### src/rtl/fifo_rd_stream.sv
// ---------------------------------------------------------------------------
// fifo_rd_stream
//   Read-side drain engine for a synchronous FIFO operated in read-request
//   mode (read data appears one cycle after the read request). Issues FIFO
//   reads, absorbs the one-cycle read latency in a small skid buffer and
//   presents the words as a valid/ready stream at up to one word per cycle.
//
//   Optional feature: define FIFO_RD_STATS_EN to add the o_wcnt delivered-word
//   counter port. Without it the port and counter do not exist.
//
// Ports
//   i_clk        clock
//   i_srst       synchronous reset, active-high
//   i_en         read enable; 0 stops new FIFO reads (an in-flight word lands)
//   o_fifo_rena  FIFO read request
//   i_fifo_rdat  FIFO read data, valid the cycle after an accepted request
//   i_fifo_empt  FIFO empty flag
//   o_tdat       stream data (registered)
//   o_tval       stream valid
//   i_trdy       stream ready
//   o_bcnt       words held in the skid buffer (0..g_BUF)
//   o_wcnt       words delivered, wraps at 2^32 (FIFO_RD_STATS_EN only)
// ---------------------------------------------------------------------------
module fifo_rd_stream #(
    parameter int g_W   = 72,
    parameter int g_BUF = 2,
    parameter int BW    = $clog2(g_BUF)
) (
    input  logic           i_clk,
    input  logic           i_srst,
    input  logic           i_en,
    output logic           o_fifo_rena,
    input  logic [g_W-1:0] i_fifo_rdat,
    input  logic           i_fifo_empt,
    output logic [g_W-1:0] o_tdat,
    output logic           o_tval,
    input  logic           i_trdy,
    output logic [BW:0]    o_bcnt
`ifdef FIFO_RD_STATS_EN
    ,
    output logic [31:0]    o_wcnt
`endif
);

    localparam logic [BW+1:0] RESV_MAX = (BW+2)'(g_BUF);

    logic [g_W-1:0] mem [g_BUF];

    logic [BW-1:0]  head_reg;
    logic [BW-1:0]  head_next;
    logic [BW-1:0]  tail_reg;
    logic [BW:0]    bcnt_reg;
    logic [BW:0]    bcnt_next;
    logic [BW:0]    left_after_pop;
    logic           rd_pend_reg;
    logic [g_W-1:0] tdat_reg;
    logic [g_W-1:0] tdat_next;
    logic           pop;
    logic           capture;
    logic [BW+1:0]  resv;

    assign pop     = o_tval & i_trdy;
    assign capture = rd_pend_reg;

    // Credits already committed: words buffered plus the word in flight.
    assign resv = {1'b0, bcnt_reg} + {{(BW+1){1'b0}}, rd_pend_reg};

    // A full reservation may still issue when a word leaves this cycle; the
    // new word lands next cycle into the slot freed now.
    assign o_fifo_rena = ~i_srst & i_en & ~i_fifo_empt &
                         ((resv < RESV_MAX) | ((resv == RESV_MAX) & pop));

    always_comb begin
        head_next      = head_reg + BW'(pop);
        left_after_pop = bcnt_reg - (BW+1)'(pop);

        bcnt_next = bcnt_reg;
        if (capture && !pop) begin
            bcnt_next = bcnt_reg + 1'b1;
        end else if (pop && !capture) begin
            bcnt_next = bcnt_reg - 1'b1;
        end

        // The output register always mirrors the next head entry. When the
        // buffer would otherwise be empty, the word being captured right now
        // becomes the head, so bypass the memory for that one case.
        if (capture && (left_after_pop == '0)) begin
            tdat_next = i_fifo_rdat;
        end else begin
            tdat_next = mem[head_next];
        end
    end

    // Buffer storage: no reset needed, occupancy tracking qualifies contents.
    always_ff @(posedge i_clk) begin
        if (capture) begin
            mem[tail_reg] <= i_fifo_rdat;
        end
    end

    always_ff @(posedge i_clk) begin
        if (i_srst) begin
            head_reg    <= '0;
            tail_reg    <= '0;
            bcnt_reg    <= '0;
            rd_pend_reg <= 1'b0;
            tdat_reg    <= '0;
        end else begin
            rd_pend_reg <= o_fifo_rena;
            head_reg    <= head_next;
            bcnt_reg    <= bcnt_next;
            tdat_reg    <= tdat_next;
            if (capture) begin
                tail_reg <= tail_reg + BW'(1);
            end
        end
    end

    assign o_tval = (bcnt_reg != '0);
    assign o_tdat = tdat_reg;
    assign o_bcnt = bcnt_reg;

`ifdef FIFO_RD_STATS_EN
    logic [31:0] wcnt_reg;

    always_ff @(posedge i_clk) begin
        if (i_srst) begin
            wcnt_reg <= '0;
        end else if (pop) begin
            wcnt_reg <= wcnt_reg + 32'd1;
        end
    end

    assign o_wcnt = wcnt_reg;
`endif

endmodule

### config.mk
export PLATFORM = sky130hd
export DESIGN_NAME = fifo_rd_stream
export DESIGN_NICKNAME = d
export VERILOG_FILES = /design/src/rtl/fifo_rd_stream.sv
export SDC_FILE = /design/constraint.sdc
export NUM_CORES = 1
export LEC_CHECK = 0
export BUFFER_PORTS_ARGS = -buffer_cell sky130_fd_sc_hd__buf_2
export CORE_UTILIZATION = 45
export CTS_CLUSTER_DIAMETER = 150
export DETAILED_ROUTE_END_ITERATION = 16
export HOLD_SLACK_MARGIN = 0.12
export PLACE_DENSITY = 0.67
export SLEW_MARGIN = 25
export SYNTH_ARGS = -nofsm -noshare
export SYNTH_HDL_FRONTEND = slang
export SYNTH_SLANG_ARGS = --single-unit
### constraint.sdc
create_clock -name i_clk -period 9.9 [get_ports i_clk]
set_input_delay 2.97 -clock i_clk [delete_from_list [all_inputs] [get_ports i_clk]]
set_output_delay 2.97 -clock i_clk [all_outputs]
set_load 0.05 [all_outputs]
==> impl_metrics.env <==
export IMPL_cp_end_kind="output pin"
export IMPL_leakagePower_nw=4.14
export IMPL_synth_seq_cells=221
export IMPL_drtIter0Drc=247
export IMPL_crit_arrival_ns=4.15
export IMPL_p_sw_share_pct=34.8
export IMPL_htreeDepth=1
export IMPL_worst_pin_slew_ns=1.03
export IMPL_hold_viol_final=0
export IMPL_synth_avg_cell_area_sq_um=15.1
export IMPL_drc=0
export IMPL_timing_final_ws_setup_ns=2.78
export IMPL_routed_wl_microns=21200
export IMPL_whs_ns=0.596
export IMPL_total_power_mw=3.14
export IMPL_dp_hpwl_microns=12100
export IMPL_ys_seq_area_share_pct=58.3
export IMPL_setup_tns_ns=0
export IMPL_rows=54
export IMPL_vias_per_cell=5.56
export IMPL_register_area_sq_mm=0.00587
export IMPL_outcome="completed"
export IMPL_syn2layout_area_growth_pct=16.1
export IMPL_clkPwrFrac_pct=27.9
export IMPL_cts_tree="built"
export IMPL_ant_nets=0
export IMPL_drv_cap=0
export IMPL_io_pins=153
export IMPL_die_x_microns=152
export IMPL_gp_congestion=0.727
export IMPL_clock_skew_ns=0.0119
export IMPL_comb_power_share_pct=35.5
export IMPL_first_pass_iters=6
export IMPL_antenna_found_initial=5
export IMPL_grt_max_degree=74
export IMPL_pwr_share_seq_pct=36.6
export IMPL_yosys_warnings=0
export IMPL_top_register="mem"
export IMPL_dieHeight_microns=152
export IMPL_cts_buffers=24
export IMPL_rsz0062_at_grt="false"
export IMPL_slew_headroom_pct=31.7
export IMPL_syn_num_nets=747
export IMPL_hold_path_class="reg2reg"
export IMPL_dieArea_sq_mm=0.0230
export IMPL_worst_ir_drop_vdd_v=0.000137
export IMPL_num_fill_cells=1868
export IMPL_crit_fanout=16
export IMPL_fin_util_pct=53.3
export IMPL_clock_latency_ns=0.51
export IMPL_clockBufferDepth=3
export IMPL_vias=6091
export IMPL_max_freq_mhz=140
export IMPL_portBuffers=152
export IMPL_syn_area_sq_mm=0.0101
export IMPL_intPower_mw=2.04
export IMPL_ctsResizeCount=0
export IMPL_multiInputGateArea_sq_mm=0.00381
export IMPL_cts_clk_slew_worst_paths_ns=0.06
export IMPL_wl_per_cell_microns=19.4
export IMPL_netlist_instances=666
export IMPL_period_needed_ns=7.12
export IMPL_start_util_pct=46.0
export IMPL_critPathLaunchType="input pin"
export IMPL_cts_sinks=221
export IMPL_coreArea_sq_mm=0.0219
export IMPL_place_ws_ns=2.76
export IMPL_fin_crit_sh_pct=72.0
export IMPL_required_ns=6.93
export IMPL_drive_gt1_share_pct=42.6
export IMPL_cts_root_buf="clkbuf_16"
export IMPL_crit_type="in2out"
export IMPL_grt_pass1_wl_microns=33200
export IMPL_slew_violations=0
export IMPL_cts_setup_buffers=0
export IMPL_first_global_vias=6425
export IMPL_largest_reg_flops=144
export IMPL_ys_types=30
export IMPL_gr_total_overflow=0
export IMPL_power_density_mw_per_mm2=268
export IMPL_grtUsageTotal_pct=18.5
export IMPL_p_switching_mw=1.09
export IMPL_postCtsHoldBufs=0
export IMPL_num_nets_final=877
export IMPL_setup_viol=0
==> cells in the mapped netlist, drive strengths merged <==
cell type  count  area (sq um)
mux2i        144          1440
edfxtp       144          4320
ha             4          50.1
xor2           2          17.5
nor4b          2          17.5
xnor2          2          17.5
buf           34           320
inv            4          15.0
and2           1          6.26
o31ai         72           541
a21oi         73           628
o21a           1          8.76
or3            1          6.26
dfxtp         77          1540
nor2           4          15.0
nor2b          2          12.5
mux2          72           987
clkbuf        22          82.6
o21ai          1          5.00
or2            2          12.5
a31oi          1          6.26
nand2b         1          6.26
==> layout by cell type, fill, tap and decap left out, types with 2 or more instances in the layout <==
cell,n
a21oi_1,3
a21oi_2,70
buf_2,152
buf_4,5
buf_6,2
bufinv_16,2
clkbuf_1,6
clkbuf_16,25
clkinv_2,6
clkinvlp_4,2
dfxtp_1,76
edfxtp_1,144
ha_1,4
inv_1,3
mux2_2,24
mux2_4,47
mux2i_1,144
nor2_1,4
nor2b_4,2
nor4b_1,2
o31ai_1,72
xnor2_1,2
xor2_1,2
==> final timing paths <==
check                 start           to  slack [ns]  cells past startpoint
setup / recovery     i_trdy  o_fifo_rena        2.78                      5
hold / removal     tail_reg     tail_reg        0.60                      2
setup reg to reg  o_bcnt[0]    o_tdat[4]        6.71                      5
hold reg to reg    tail_reg     tail_reg        0.60                      2
==> cells by family (layout without fill, tap and decap cells) <==
| group | after synthesis | in the layout | synth area share (%) |
|---|---|---|---|
| AO/OA/AOI/OAI | 148 | 148 | 11.8 |
| XOR/XNOR | 4 | 4 | 0.348 |
| multiplexers | 216 | 216 | 24.1 |
| other | 0 | 1 | 0 |
| flip-flops | 221 | 221 | 58.3 |
| adder cells (fa/ha/maj) | 4 | 4 | 0.497 |
| AND/OR/NAND/NOR | 13 | 13 | 0.759 |
| buffers and inverters | 60 | 208 | 4.15 |
==> power by group through the flow <==
stage | Clock [mW] | Sequential (mW) | Combinational (mW)
finish | 0.876 | 1.15 | 1.11
floorplan | 0 | 1.42 | 0.687
CTS | 0.898 | 1.15 | 1.12
global placement | 0 | 1.16 | 1.10
detailed placement | 0 | 1.17 | 1.12
global route | 0.926 | 1.16 | 1.18
==> metrics by stage <==
step,cells,cell area [sq um]
final,1095,11700
after global routing,1094,11700
after CTS,1094,11700
after detailed placement,1050,10900
after global placement,1049,10900
after floorplan,666,10100
==> layer usage <==
metal / track usage (%) / vias to the layer above / share of wire [%]
li1: - / 2830 / -
met1: 21.6 / 3078 / 42
met2: 34.6 / 139 / 52
met3: 3.65 / 36 / 4.7
met4: 4.36 / 8 / 1.8
met5: 0 / - / 0.24
==> final cells by class <==
class	instances	area share, %
inverter	4	0.129
tap	280	3.00
clock buffer	32	5.67
multi-input combinational	385	32.6
clock inverter	12	1.01
antenna	1	0.0214
sequential	221	50.3
timing repair buffer	160	7.26
==> critical path, stage by stage <==
cell and delay [ns]:
buf_2 0.12, o21a_4 0.33, a31oi_1 0.16, nor4b_1 0.25, buf_2 0.31
Power figures use the tool's default switching activity.
